`src/rtl/serial_divider.sv`:
```
// Multi-cycle DIV/IDIV unit: restoring division on operand magnitudes, signs fixed up at the end.
// Optional macro DIVIDER_NEG_MAX_QUOTIENT_EN accepts a signed quotient of exactly -2^(n-1).
module serial_divider (
  input  logic        clk,
  input  logic        reset_n,
  input  logic        start,
  input  logic        is_8_bit,
  input  logic        is_signed,
  input  logic [31:0] dividend,
  input  logic [15:0] divisor,
  output logic        busy,
  output logic        complete,
  output logic        error,
  output logic [15:0] quotient,
  output logic [15:0] remainder
);

  typedef enum logic [2:0] {
    S_IDLE, S_PREP, S_ABORT, S_WORK, S_FIXUP, S_DONE, S_ERR
  } state_t;

  state_t state, nxt;

  logic        is8_r, sgn_r, qneg_r, rneg_r;
  logic [31:0] dvd_r;
  logic [15:0] dvs_r, rem_r, quot_r;
  logic [4:0]  cnt_r;

  // Magnitudes and range check, evaluated while in PREP
  logic        dvd_neg, dvs_neg, prep_err;
  logic [15:0] dvd16_mag, dvs_mag, hi_mag, lo_quot;
  logic [31:0] dvd32_mag;
  logic [7:0]  dvs8_mag;
  logic [15:0] dvs16_mag;

  always_comb begin
    dvd_neg   = sgn_r & (is8_r ? dvd_r[15] : dvd_r[31]);
    dvs_neg   = sgn_r & (is8_r ? dvs_r[7]  : dvs_r[15]);
    dvd16_mag = dvd_neg ? -dvd_r[15:0] : dvd_r[15:0];
    dvd32_mag = dvd_neg ? -dvd_r       : dvd_r;
    dvs8_mag  = dvs_neg ? -dvs_r[7:0]  : dvs_r[7:0];
    dvs16_mag = dvs_neg ? -dvs_r       : dvs_r;
    dvs_mag   = is8_r ? {8'h00, dvs8_mag} : dvs16_mag;
    hi_mag    = is8_r ? {8'h00, dvd16_mag[15:8]} : dvd32_mag[31:16];
    // 8-bit low half sits in the top of quot so it shifts out cleanly and
    // leaves quot[15:8] zero after eight steps.
    lo_quot   = is8_r ? {dvd16_mag[7:0], 8'h00} : dvd32_mag[15:0];
    prep_err  = (dvs_mag == 16'h0000) || (hi_mag >= dvs_mag);
  end

  // One restoring step: 18-bit difference so the borrow is unambiguous
  logic [17:0] trial;
  logic        ge;
  always_comb begin
    trial = {1'b0, rem_r, quot_r[15]} - {2'b00, dvs_r};
    ge    = ~trial[17];
  end

  // Final sign handling and signed range check
  logic [15:0] limit, mask, q_res, r_res;
  logic        ovf;
  always_comb begin
    limit = is8_r ? 16'h0080 : 16'h8000;
    mask  = is8_r ? 16'h00FF : 16'hFFFF;
`ifdef DIVIDER_NEG_MAX_QUOTIENT_EN
    ovf   = sgn_r & ((quot_r > limit) | ((quot_r == limit) & ~qneg_r));
`else
    ovf   = sgn_r & (quot_r >= limit);
`endif
    q_res = (qneg_r ? -quot_r : quot_r) & mask;
    r_res = (rneg_r ? -rem_r  : rem_r)  & mask;
  end

  always_ff @(posedge clk or negedge reset_n) begin
    if (!reset_n) state <= S_IDLE;
    else          state <= nxt;
  end

  always_comb begin
    nxt = state;
    case (state)
      S_IDLE:  if (start) nxt = S_PREP;
      S_PREP:  nxt = prep_err ? S_ABORT : S_WORK;
      S_ABORT: nxt = S_ERR;
      S_WORK:  if (cnt_r == 5'd1) nxt = S_FIXUP;
      S_FIXUP: nxt = ovf ? S_ERR : S_DONE;
      S_DONE:  nxt = S_IDLE;
      S_ERR:   nxt = S_IDLE;
      default: nxt = S_IDLE;
    endcase
  end

  always_ff @(posedge clk or negedge reset_n) begin
    if (!reset_n) begin
      is8_r  <= 1'b0;
      sgn_r  <= 1'b0;
      qneg_r <= 1'b0;
      rneg_r <= 1'b0;
      dvd_r  <= '0;
      dvs_r  <= '0;
      rem_r  <= '0;
      quot_r <= '0;
      cnt_r  <= '0;
    end else begin
      case (state)
        S_IDLE: if (start) begin
          is8_r <= is_8_bit;
          sgn_r <= is_signed;
          dvd_r <= dividend;
          dvs_r <= divisor;
        end
        S_PREP: begin
          rem_r  <= hi_mag;
          quot_r <= lo_quot;
          dvs_r  <= dvs_mag;
          cnt_r  <= is8_r ? 5'd8 : 5'd16;
          qneg_r <= dvd_neg ^ dvs_neg;
          rneg_r <= dvd_neg;
        end
        S_WORK: begin
          rem_r  <= ge ? trial[15:0] : {rem_r[14:0], quot_r[15]};
          quot_r <= {quot_r[14:0], ge};
          cnt_r  <= cnt_r - 5'd1;
        end
        default: ;
      endcase
    end
  end

  // Registered outputs driven from the next state
  always_ff @(posedge clk or negedge reset_n) begin
    if (!reset_n) begin
      busy      <= 1'b0;
      complete  <= 1'b0;
      error     <= 1'b0;
      quotient  <= '0;
      remainder <= '0;
    end else begin
      busy     <= nxt inside {S_ABORT, S_WORK, S_FIXUP, S_DONE, S_ERR};
      complete <= nxt inside {S_DONE, S_ERR};
      error    <= (nxt == S_ERR);
      if (state == S_FIXUP && !ovf) begin
        quotient  <= q_res;
        remainder <= r_res;
      end
    end
  end

endmodule

```
`config.mk`:
```
export PLATFORM = sky130hd
export DESIGN_NAME = serial_divider
export DESIGN_NICKNAME = d
export VERILOG_FILES = /design/src/rtl/serial_divider.sv
export SDC_FILE = /design/constraint.sdc
export NUM_CORES = 1
export LEC_CHECK = 0
export ABC_AREA = 1
export BUFFER_PORTS_ARGS = -buffer_cell sky130_fd_sc_hd__clkbuf_2
export CAP_MARGIN = 0
export CORE_UTILIZATION = 40
export CTS_CLUSTER_DIAMETER = 50
export CTS_CLUSTER_SIZE = 12
export DETAILED_ROUTE_END_ITERATION = 16
export MAX_ROUTING_LAYER = met4
export PLACE_DENSITY = 0.7
export SETUP_SLACK_MARGIN = 0.3
export SLEW_MARGIN = 20
export SYNTH_ARGS = -nofsm -noshare
export SYNTH_HDL_FRONTEND = slang
export SYNTH_SLANG_ARGS = --single-unit
```
`constraint.sdc`:
```
create_clock -name clk -period 4 [get_ports clk]
set_input_delay 0.2 -clock clk [delete_from_list [all_inputs] [get_ports clk]]
set_output_delay 0.2 -clock clk [all_outputs]
set_load 0.005 [all_outputs]
```
==> qor.yml, run 1 <==
antenna_found_initial: 0
grt_pass1_wl_um: 44500
grt_max_degree: 54
p_leak_nw: 5.355
clock_latency_ns: 0.43
diodes: 0
synth_cells: 1318
hpwl_um: 20930
grt_use_total: 0.2460
drt_pass1_iterations: 5
slew_violations: 0
crit_fanout: 21
period_share: 0.8257
cts_buffer_depth: 2
rows: 55
vdd_drop_max_mv: 0.3966
status: "complete, but fails checks"
fmax_mhz: 302.8
gp_congestion: 0.9340
syn_avg_cell_area_um2: 7.039
fin_crit_ns: 3.303
grt_pass1_vias: 8614
wl_per_cell_um: 16.12
finalHoldWorstSlack_ns: -0.001297
hold_viol: 1
finalSetupTns_ns: 0
crit_type: "register to register"
combPwrFrac: 0.610
post_cts_buffers: 0
yosysWarnings: 0
failed_checks: "negative hold slack"
critPathCaptureType: "register"
synth_compound_area_frac: 0.1481
tightest_slew_ns: 0.8647
ys_seq_area_frac: 0.3425
setup_viol: 0
synth-edff-count: 0
syn-cell-area_um2: 9278
power.density_nw_per_um2: 1001
cp.required_ns: 4.31
drcViolationCount: 0
fin_nets: 1512
crit_arrival_ns: 3.62
skew_ns: 0.01334
cts_root_buffer: "clkbuf_16"
die_h_um: 154.3
clkPwrFrac: 0.157
core-area_um2: 22710
timing.slew.headroom: 0.4229
power_switching_mw: 5.625
initial_core_util: 0.4085
internal_power_mw: 5.226
startpoint_type: "register"
cts.clk_slew.worst_paths_ns: 0.07
dr_total_vias: 9225
fillCellCount: 2359
synth_cell_types: 57
synth_async_sr_flop_share: 1.000
pre_cts_slack_ns: 0.7697
die-area_um2: 23810
hold_path.class: "primary input to register"
rsz0062_at_grt: "no"
cts_tree: "yes"
clock_sinks: 127
first_iter_violations: 751
swShare: 0.5184
drv_cap: 0
yosys.area_share.adder: 0.05745
ys_ff_latch: 127
seqPwrFrac: 0.233
die_w_um: 154.3
synth_xor_area_frac: 0.03493
io_buffers: 87
synth_nets: 1413
ioPinCount: 88
vias_per_cell: 5.379
synthMuxAreaShare: 0.001214
ant_nets: 0
synth_ff_type: "dfrtp_1"
synth_top_family_by_area: "simple AND/OR/NAND/NOR gates"
setup_ws_ns: 0.6972
wirelength_um: 27650
htreeDepth: 4
area_delta_synth_final_pct: 16.86
synthSimpleGateAreaFrac: 0.3256
cts-buffers-inserted: 17
drive_gt1_frac: 0.1329
grt-ovfl-total: 0
-- stage by stage --
step / hold slack (ns) / instances / power (mW) / area (um^2) / util
5_1_grt: 0.01270 / 1715 / 11.85 / 10840 / 0.4774
6_report: -0.001297 / 1715 / 10.85 / 10840 / 0.4774
2_1_floorplan: -0.09559 / 1318 / 7.336 / 9278 / -
3_5_place_dp: 0.2919 / 1653 / 9.029 / 9910 / 0.4364
3_3_place_gp: 0.2888 / 1653 / 8.932 / 9910 / 0.4364
4_1_cts: 0.0002990 / 1715 / 10.80 / 10840 / 0.4774
-- kinds of logic (layout without fill, tap and decap cells) --
family                   after synthesis  count (layout)
adder cells (fa/ha/maj)               42              42
AO/OA/AOI/OAI                        234             234
AND/OR/NAND/NOR                      676             676
XOR/XNOR                              37              37
buffers and inverters                201             313
multiplexers                           1               1
flip-flops                           127             127
-- critical path, stage by stage, from the launching register on --
cell,delay (ns)
dfrtp_1,0.48
nor2_1,0.11
nor2_2,0.69
nand2_1,0.18
o21ai_0,0.14
xor2_1,0.26
nand2_1,0.10
and2_1,0.18
ha_1,0.28
nand2_1,0.05
nor3_1,0.22
nand2_1,0.08
o311ai_0,0.08
nand2_1,0.08
nand2_1,0.07
nor2_1,0.04
nand3_1,0.09
nand2_1,0.05
-- layout make-up --
cell class,count,area (um^2),area share
Clock buffer,18,429.2,0.03958
Clock inverter,14,202.7,0.01870
Inverter,151,569.3,0.05251
Multi-Input combinational cell,990,5270,0.4861
Sequential cell,127,3178,0.2931
Tap cell,285,356.6,0.03289
Timing Repair Buffer,130,835.8,0.07709
-- layout by cell type (no fill, tap or decap), types with 17 or more instances in the layout --
master and instances:
o21ai_1 31, clkbuf_16 17, clkbuf_2 86, nand4_1 30
dlygate4sd3_1 30, dfrtp_1 127, a21oi_1 53, ha_1 41
nor3_1 18, inv_1 136, nand3_1 130, o21ai_0 89
nand2_1 324, xor2_1 29, nor2_1 125
-- cells in the mapped netlist, types with 4 or more instances --
| master | instances | share of area |
|---|---|---|
| ha_1 | 41 | 0.055 |
| nor3_1 | 18 | 0.0097 |
| dfrtp_1 | 127 | 0.34 |
| nor2_4 | 4 | 0.0049 |
| buf_2 | 18 | 0.0097 |
| nand2_1 | 325 | 0.13 |
| o31ai_1 | 4 | 0.0032 |
| inv_2 | 14 | 0.0057 |
| a21oi_2 | 4 | 0.0038 |
| o211ai_1 | 7 | 0.0057 |
| xor2_1 | 29 | 0.027 |
| inv_1 | 136 | 0.055 |
| o21ai_1 | 31 | 0.017 |
| buf_6 | 4 | 0.0049 |
| and2_1 | 8 | 0.0054 |
| nor2_1 | 127 | 0.051 |
| xnor2_1 | 8 | 0.0076 |
| nand4_1 | 30 | 0.020 |
| a21oi_1 | 53 | 0.029 |
| clkbuf_1 | 23 | 0.0093 |
| nand3_2 | 8 | 0.0086 |
| nand3_1 | 130 | 0.070 |
| o221ai_1 | 11 | 0.010 |
| and3_1 | 4 | 0.0027 |
| a22oi_1 | 10 | 0.0081 |
| nand2_2 | 7 | 0.0047 |
| o21ai_0 | 89 | 0.048 |
-- routing by layer --
metal  GRT usage  share of wire  vias to the layer above
met4     0.09571          0.030                        0
met5           -              0                        -
met3     0.04119          0.060                       63
met1      0.3306           0.47                     4230
li1            -              -                     4592
met2      0.3701           0.44                      340
-- power groups by stage --
stage	registers [mW]	clock network, mW	logic [mW]
2_1_floorplan	2.31	0	5.03
6_report	2.53	1.70	6.62
3_3_place_gp	2.51	0	6.42
4_1_cts	2.51	1.72	6.57
3_5_place_dp	2.53	0	6.50
5_1_grt	2.60	1.78	7.48
-- what timing repair did --
item	4_1_cts	5_1_grt
endpoints found under the setup margin	0	0
endpoints found under the hold margin	79	0
gates resized for setup	0	0
hold buffers	30	0
-- registers in the layout, indices dropped and copies added (netlist names), 3 cells and up --
signal / flops
state: 3
dvd_r: 32
quotient: 16
rem_r: 16
remainder: 16
dvs_r: 16
quot_r: 16
cnt_r: 5
-- worst paths after layout --
kind,startpoint,endpoint,slack (ns),cells after the start
max reg2reg,is8_r,state[0],0.70,17
max,is8_r,state[0],0.70,17
max in group asynchronous,reset_n,cnt_r[0],2.76,3
min in group asynchronous,reset_n,dvs_r[5],0.35,2
min,dividend[26],dvd_r[26],-0.001,3
min reg2reg,remainder[11],remainder[11],0.48,2
Power figures use the tool's default switching activity.
==> inputs of run 2 (changes only) <==
--- a/config.mk
+++ b/config.mk
@@ -13,7 +13,7 @@
 export CTS_CLUSTER_SIZE = 12
 export DETAILED_ROUTE_END_ITERATION = 16
 export MAX_ROUTING_LAYER = met4
-export PLACE_DENSITY = 0.7
+export PLACE_DENSITY = 0.72
 export SETUP_SLACK_MARGIN = 0.3
 export SLEW_MARGIN = 20
 export SYNTH_ARGS = -nofsm -noshare
==> constraint.sdc (replaced) <==
create_clock -name clk -period 2.9 [get_ports clk]
set_input_delay 0.145 -clock clk [delete_from_list [all_inputs] [get_ports clk]]
set_output_delay 0.145 -clock clk [all_outputs]
set_load 0.005 [all_outputs]
==> qor.yml, run 2 (synthesized netlist as in run 1, its figures left out) <==
grt-ovfl-total: 0  # unchanged
rows: 55  # unchanged
largest_register: "dvd_r"  # unchanged
gp_congestion: 0.9633  # was 0.9340
cts.clk_slew.worst_paths_ns: 0.06  # was 0.07 ns
drcViolationCount: 0  # unchanged
setup_viol: 0  # unchanged
die_w_um: 154.3  # unchanged
power.density_nw_per_um2: 1374  # was 1001 nW/um^2
worstPathCellList: "inv_2 > ha_4 > nand3_4 > nor2_4 > nand2_4 > o21ai_4 > xor2_2 > nand2_1 > a21boi_2 > ha_1 > inv_2 > nor3_4 > nand2_1 > o311ai_2 > nand2_1 > nand2_1 > nor2_1 > nand3_1 > nand2_1"  # was nor2_1 > nor2_2 > nand2_1 > o21ai_0 > xor2_1 > nand2_1 > and2_1 > ha_1 > nand2_1 > nor3_1 > nand2_1 > o311ai_0 > nand2_1 > nand2_1 > nor2_1 > nand3_1 > nand2_1
clock_sinks: 127  # unchanged
timing.slew.headroom: 0.5096  # was 0.4229
ant_nets: 0  # unchanged
antenna_found_initial: 0  # unchanged
p_leak_nw: 5.799  # was 5.355 nW
critPathLaunch: "dvd_r[0]"  # was is8_r
ioPinCount: 88  # unchanged
cts_root_buffer: "clkbuf_16"  # unchanged
cts_tree: "yes"  # unchanged
seqPwrFrac: 0.214  # was 0.233
htreeDepth: 4  # unchanged
fillCellCount: 2257  # was 2359
cp_slowest_cell: "dfrtp_1"  # was nor2_2
diodes: 0  # unchanged
fin_crit_ns: 2.753  # was 3.303 ns
period_share: 0.9494  # was 0.8257
critPathCaptureType: "register"  # unchanged
vdd_drop_max_mv: 0.5049  # was 0.3966 mV
r2r_start: "dvd_r[0]"  # was is8_r
cp.required_ns: 3.21  # was 4.31 ns
die-area_um2: 23810  # unchanged
combPwrFrac: 0.662  # was 0.610
startpoint_type: "register"  # unchanged
clock_latency_ns: 0.43  # about the same
rsz0062_at_grt: "yes"  # was no
power_switching_mw: 8.287  # was 5.625 mW
fmax_mhz: 363.2  # was 302.8 MHz
largest_register_ffs: 32  # unchanged
final_cell_mix: "nand2_1 (316), inv_1 (132), nand3_1 (126), dfrtp_1 (125), nor2_1 (115)"  # was nand2_1 (324), inv_1 (136), nand3_1 (130), dfrtp_1 (127), nor2_1 (125)
wirelength_um: 29450  # was 27650 um
pre_cts_slack_ns: 0.08781  # was 0.7697 ns
area_delta_synth_final_pct: 26.47  # was 16.86%
die_h_um: 154.3  # unchanged
fin_nets: 1605  # was 1512
hpwl_um: 21810  # was 20930 um
max_stage_delay_ns: 0.43  # was 0.69 ns
cts_buffer_depth: 2  # unchanged
crit_arrival_ns: 3.06  # was 3.62 ns
internal_power_mw: 7.838  # was 5.226 mW
grt_use_total: 0.2605  # was 0.2460
first_iter_violations: 923  # was 751
hp-start: "divisor[9]"  # was dividend[26]
final_common_cell: "nand2_1"  # unchanged
drt_pass1_iterations: 7  # was 5
clkPwrFrac: 0.124  # was 0.157
drive_gt1_frac: 0.2020  # was 0.1329
dr_total_vias: 9779  # was 9225
hold_path.class: "primary input to register"  # unchanged
slew_violations: 0  # unchanged
status: "finished, final reports clean"  # was complete, but fails checks
drv_cap: 0  # unchanged
io_buffers: 87  # unchanged
crit_type: "register to register"  # unchanged
initial_core_util: 0.4085  # unchanged
skew_ns: 0.01106  # was 0.01334 ns
path_common_cell: "nand2_1"  # unchanged
tightest_slew_ns: 0.7356  # was 0.8647 ns
grt_pass1_vias: 9143  # was 8614
power_mw: 16.13  # was 10.85 mW
wl_per_cell_um: 16.32  # was 16.12 um
crit_fanout: 4  # was 21
grt_max_degree: 75  # was 54
vias_per_cell: 5.418  # was 5.379
core-area_um2: 22710  # unchanged
cts-buffers-inserted: 17  # unchanged
grt_pass1_wl_um: 47290  # was 44500 um
swShare: 0.5139  # was 0.5184
hold_viol: 0  # was 1
setup_ws_ns: 0.1468  # was 0.6972 ns
[run 2: cell types whose count changed in the layout (fill, tap and decap cells not counted), moves of 5 or more]
| cell | delta |
|---|---|
| dlygate4sd3_1 | +17 |
| inv_6 | -7 |
| buf_4 | +69 |
| nor2_1 | -10 |
| nand2_1 | -8 |
| nor2_2 | +8 |
| o21ai_1 | +5 |
| o21ai_0 | -6 |
| nand2_2 | +7 |
[run 2: power by group through the flow]
stage	registers (mW)	clock network [mW]	logic, mW
CTS	3.42	2.02	10.2
detailed placement	3.44	0	9.66
floorplan	3.18	0	6.95
global placement	3.42	0	9.54
finish	3.46	1.99	10.7
global route	3.55	2.09	11.9
[run 2: repair_timing]
item / 4_1_cts / 5_1_grt
endpoints found under the setup margin: 1 / 5
pin swaps: 13 / 22
resized for setup: 37 / 22
endpoints found under the hold margin: 97 / 0
buffers inserted: 18 / 10
gates cloned: 0 / 1
hold buffers: 47 / 0
[run 2: routing by layer]
metal / vias to the layer above / track usage / part of all wire
li1: 4774 / - / -
met1: 4570 / 0.3474 / 0.46
met2: 375 / 0.3996 / 0.45
met3: 60 / 0.04427 / 0.061
met4: 0 / 0.09005 / 0.029
met5: - / - / 0
[run 2: layout make-up]
class / instances / area [um^2] / area share
inverters: 151 / 569.3 / 0.04852
repair buffers: 222 / 1627 / 0.1386
well taps: 285 / 356.6 / 0.03039
flip-flops and latches: 127 / 3181 / 0.2711
multi-input cells: 991 / 5465 / 0.4658
clock buffers: 18 / 439.2 / 0.03743
clock inverters: 11 / 96.34 / 0.008211
[run 2: path summary, 6_finish.rpt]
| check | end | slack (ns) | depth (start not counted) |
|---|---|---|---|
| min in group asynchronous | dvs_r[6] | 0.32 | 2 |
| max | state[0] | 0.15 | 19 |
| max in group asynchronous | dvd_r[15] | 1.80 | 3 |
| min | dvs_r[9] | 0.01 | 3 |
| max reg2reg | state[0] | 0.15 | 19 |
| min reg2reg | remainder[7] | 0.48 | 2 |
[run 2: metrics by stage]
stage	cell area, um^2	TNS, ns	std cells	util	hold WS, ns
4_1_cts	11580	0	1794	0.5098	0.01305
5_1_grt	11730	-0.05828	1805	0.5167	0.03992
3_5_place_dp	10300	0	1700	0.4538	0.2589
6_report	11730	0	1805	0.5167	0.01490
3_3_place_gp	10300	0	1700	0.4538	0.2467
2_1_floorplan	9283	0	1318	-	-0.1506
[run 2: critical path: cells and delay by family, from the launching register on]
kind	cells	cell delay (ns)
compound gates	3	0.39
fa+ha+maj	2	0.45
buf+inv	2	0.16
flops	1	0.43
xor+xnor	1	0.18
simple gates	11	1.01
==> inputs of run 3 (changes only) <==
--- a/config.mk
+++ b/config.mk
@@ -13,7 +13,7 @@
 export CTS_CLUSTER_SIZE = 12
 export DETAILED_ROUTE_END_ITERATION = 16
 export MAX_ROUTING_LAYER = met4
-export PLACE_DENSITY = 0.72
+export PLACE_DENSITY = 0.7
 export SETUP_SLACK_MARGIN = 0.3
 export SLEW_MARGIN = 20
 export SYNTH_ARGS = -nofsm -noshare
==> constraint.sdc (replaced) <==
create_clock -name clk -period 3.35 [get_ports clk]
set_input_delay 0.1675 -clock clk [delete_from_list [all_inputs] [get_ports clk]]
set_output_delay 0.1675 -clock clk [all_outputs]
set_load 0.005 [all_outputs]
==> qor.yml, run 3 (synthesized netlist as in run 1, its figures left out) <==
status: "finished, final reports clean"  # unchanged
hold_path.class: "primary input to register"  # unchanged
r2r_start: "is8_r"  # was dvd_r[0]
gp_congestion: 0.9649  # was 0.9633
critPathCaptureType: "register"  # unchanged
dr_total_vias: 9437  # was 9779
clkPwrFrac: 0.151  # was 0.124
first_iter_violations: 747  # was 923
largest_register_ffs: 32  # unchanged
power_mw: 13.17  # was 16.13 mW
hold_viol: 0  # unchanged
crit_fanout: 15  # was 4
drt_pass1_iterations: 6  # was 7
startpoint_type: "register"  # unchanged
power_switching_mw: 6.827  # was 8.287 mW
whs_path_depth: 3  # unchanged
vias_per_cell: 5.424  # was 5.418
drive_gt1_frac: 0.1457  # was 0.2020
wl_per_cell_um: 15.98  # was 16.32 um
placed_area_um2: 10010  # was 10300 um^2
critPathBufInv: 3  # was 2
finalSetupTns_ns: 0  # unchanged
max_stage_delay_ns: 0.43  # about the same
grt_max_degree: 81  # was 75
cts-buffers-inserted: 17  # unchanged
path_common_cell: "nand2_1"  # unchanged
grt_pass1_vias: 8861  # was 9143
clock_latency_ns: 0.43  # about the same
rows: 55  # unchanged
timing.slew.headroom: 0.4586  # was 0.5096
drcViolationCount: 0  # unchanged
die-area_um2: 23810  # unchanged
fin_util: 0.4900  # was 0.5167
ant_nets: 0  # unchanged
grt-ovfl-total: 0  # unchanged
reg2regPathDepth: 18  # was 19
final_cell_mix: "nand2_1 (324), inv_1 (134), nand3_1 (130), dfrtp_1 (127), nor2_1 (121)"  # was nand2_1 (316), inv_1 (132), nand3_1 (126), dfrtp_1 (125), nor2_1 (115)
rsz0062_at_grt: "no"  # was yes
grt_use_total: 0.2476  # was 0.2605
cts_root_buffer: "clkbuf_16"  # unchanged
crit_type: "register to register"  # unchanged
die_h_um: 154.3  # unchanged
period_share: 0.8614  # was 0.9494
hp-start: "divisor[6]"  # was divisor[9]
fin_nets: 1537  # was 1605
fmax_mhz: 346.5  # was 363.2 MHz
htreeDepth: 4  # unchanged
cp.required_ns: 3.72  # was 3.21 ns
crit_arrival_ns: 3.26  # was 3.06 ns
min_to: "dvs_r[6]"  # was dvs_r[9]
initial_core_util: 0.4085  # unchanged
cp_slowest_cell: "dfrtp_1"  # unchanged
cts.clk_slew.worst_paths_ns: 0.06  # about the same
skew_ns: 0.01056  # was 0.01106 ns
seqPwrFrac: 0.224  # was 0.214
wirelength_um: 27810  # was 29450 um
largest_register: "dvd_r"  # unchanged
swShare: 0.5183  # was 0.5139
fin_crit_ns: 2.886  # was 2.753 ns
combPwrFrac: 0.625  # was 0.662
antenna_found_initial: 0  # unchanged
core-area_um2: 22710  # unchanged
hpwl_um: 20860  # was 21810 um
rr_endpoint: "state[0]"  # unchanged
diodes: 0  # unchanged
io_buffers: 87  # unchanged
internal_power_mw: 6.346  # was 7.838 mW
die_w_um: 154.3  # unchanged
stdcell_area_um2: 11130  # was 11730 um^2
path_delay_family: "simple AND/OR/NAND/NOR gates"  # unchanged
slew_violations: 0  # unchanged
worstPathCellList: "buf_4 > nand2_1 > nand2_1 > nor2_4 > inv_2 > o21ai_0 > ha_1 > inv_1 > nor2_1 > o21ai_0 > nand2_1 > nand2_1 > o311ai_0 > nand2_1 > nand2_1 > nor2_1 > nand3_1 > nand2_1"  # was inv_2 > ha_4 > nand3_4 > nor2_4 > nand2_4 > o21ai_4 > xor2_2 > nand2_1 > a21boi_2 > ha_1 > inv_2 > nor3_4 > nand2_1 > o311ai_2 > nand2_1 > nand2_1 > nor2_1 > nand3_1 > nand2_1
grt_pass1_wl_um: 45260  # was 47290 um
clock_sinks: 127  # unchanged
ioPinCount: 88  # unchanged
area_delta_synth_final_pct: 19.93  # was 26.47%
final_common_cell: "nand2_1"  # unchanged
cts_tree: "yes"  # unchanged
vdd_drop_max_mv: 0.4474  # was 0.5049 mV
tightest_slew_ns: 0.8121  # was 0.7356 ns
setup_viol: 0  # unchanged
drv_cap: 0  # unchanged
power.density_nw_per_um2: 1184  # was 1374 nW/um^2
p_leak_nw: 5.475  # was 5.799 nW
cts_buffer_depth: 2  # unchanged
r2r_slack_ns: 0.46  # was 0.15 ns
## run 3: changes by cell type in the layout (fill, tap and decap cells not counted), moves of 5 or more
cell / previous run / this run
buf_4: 83 / 24
nand2_1: 316 / 324
nand2_2: 15 / 8
nor2_1: 115 / 121
nor2_2: 12 / 6
o21ai_0: 83 / 89
o21ai_1: 36 / 31
## run 3: through the flow
stage / hold WS, ns / worst slack [ns] / instances
CTS: 0.005941 / 0.3804 / 1738
finish: 0.006219 / 0.4642 / 1740
global placement: 0.3009 / 0.4518 / 1663
detailed placement: 0.2976 / 0.4027 / 1663
global route: 0.02251 / 0.2763 / 1740
floorplan: -0.1281 / 0.7378 / 1318
## run 3: metal layers
metal  track usage  routed length, um  share of wire  vias to the layer above
met5             -                  0              0                        -
met4       0.09288                839          0.030                        0
met3       0.04259               1949          0.070                       59
met2        0.3690              12200           0.44                      387
met1        0.3361              12820           0.46                     4357
li1              -                  -              -                     4634
## run 3: worst min-delay path, cell delays in order
cell and delay (ns):
clkbuf_2 0.08, nand3_1 0.06, o221ai_1 0.08
## run 3: power groups by stage
stage / combinational (mW) / clock (mW) / sequential (mW)
finish: 8.24 / 1.98 / 2.95
global route: 9.32 / 2.06 / 3.03
CTS: 8.06 / 1.99 / 2.93
detailed placement: 7.96 / 0 / 2.95
global placement: 7.87 / 0 / 2.94
floorplan: 6.00 / 0 / 2.76
## run 3: timing repair
item	in CTS	in global routing
setup buffers	0	2
gates resized for setup	0	13
hold buffers	43	0
endpoints found under the setup margin	0	1
hold endpoints to repair	100	0
## run 3: worst max path at each step
stage,depth (start not counted),endpoint,startpoint,slack [ns]
5_1_grt,20,state[0],dvd_r[0],0.28
4_1_cts,20,state[0],dvd_r[0],0.38
6_report,18,state[0],is8_r,0.46
3_5_place_dp,20,state[0],dvd_r[0],0.40
2_1_floorplan,19,state[0],dvd_r[0],0.74
3_3_place_gp,18,state[0],is8_r,0.45
## run 3: area by class of cell
cell class	count	area (um^2)
flip-flops and latches	127	3178
well taps	285	356.6
fillers	2245	11580
multi-input cells	990	5316
clock inverters	11	155.1
clock buffers	21	470.5
inverters	151	569.3
repair buffers	155	1081
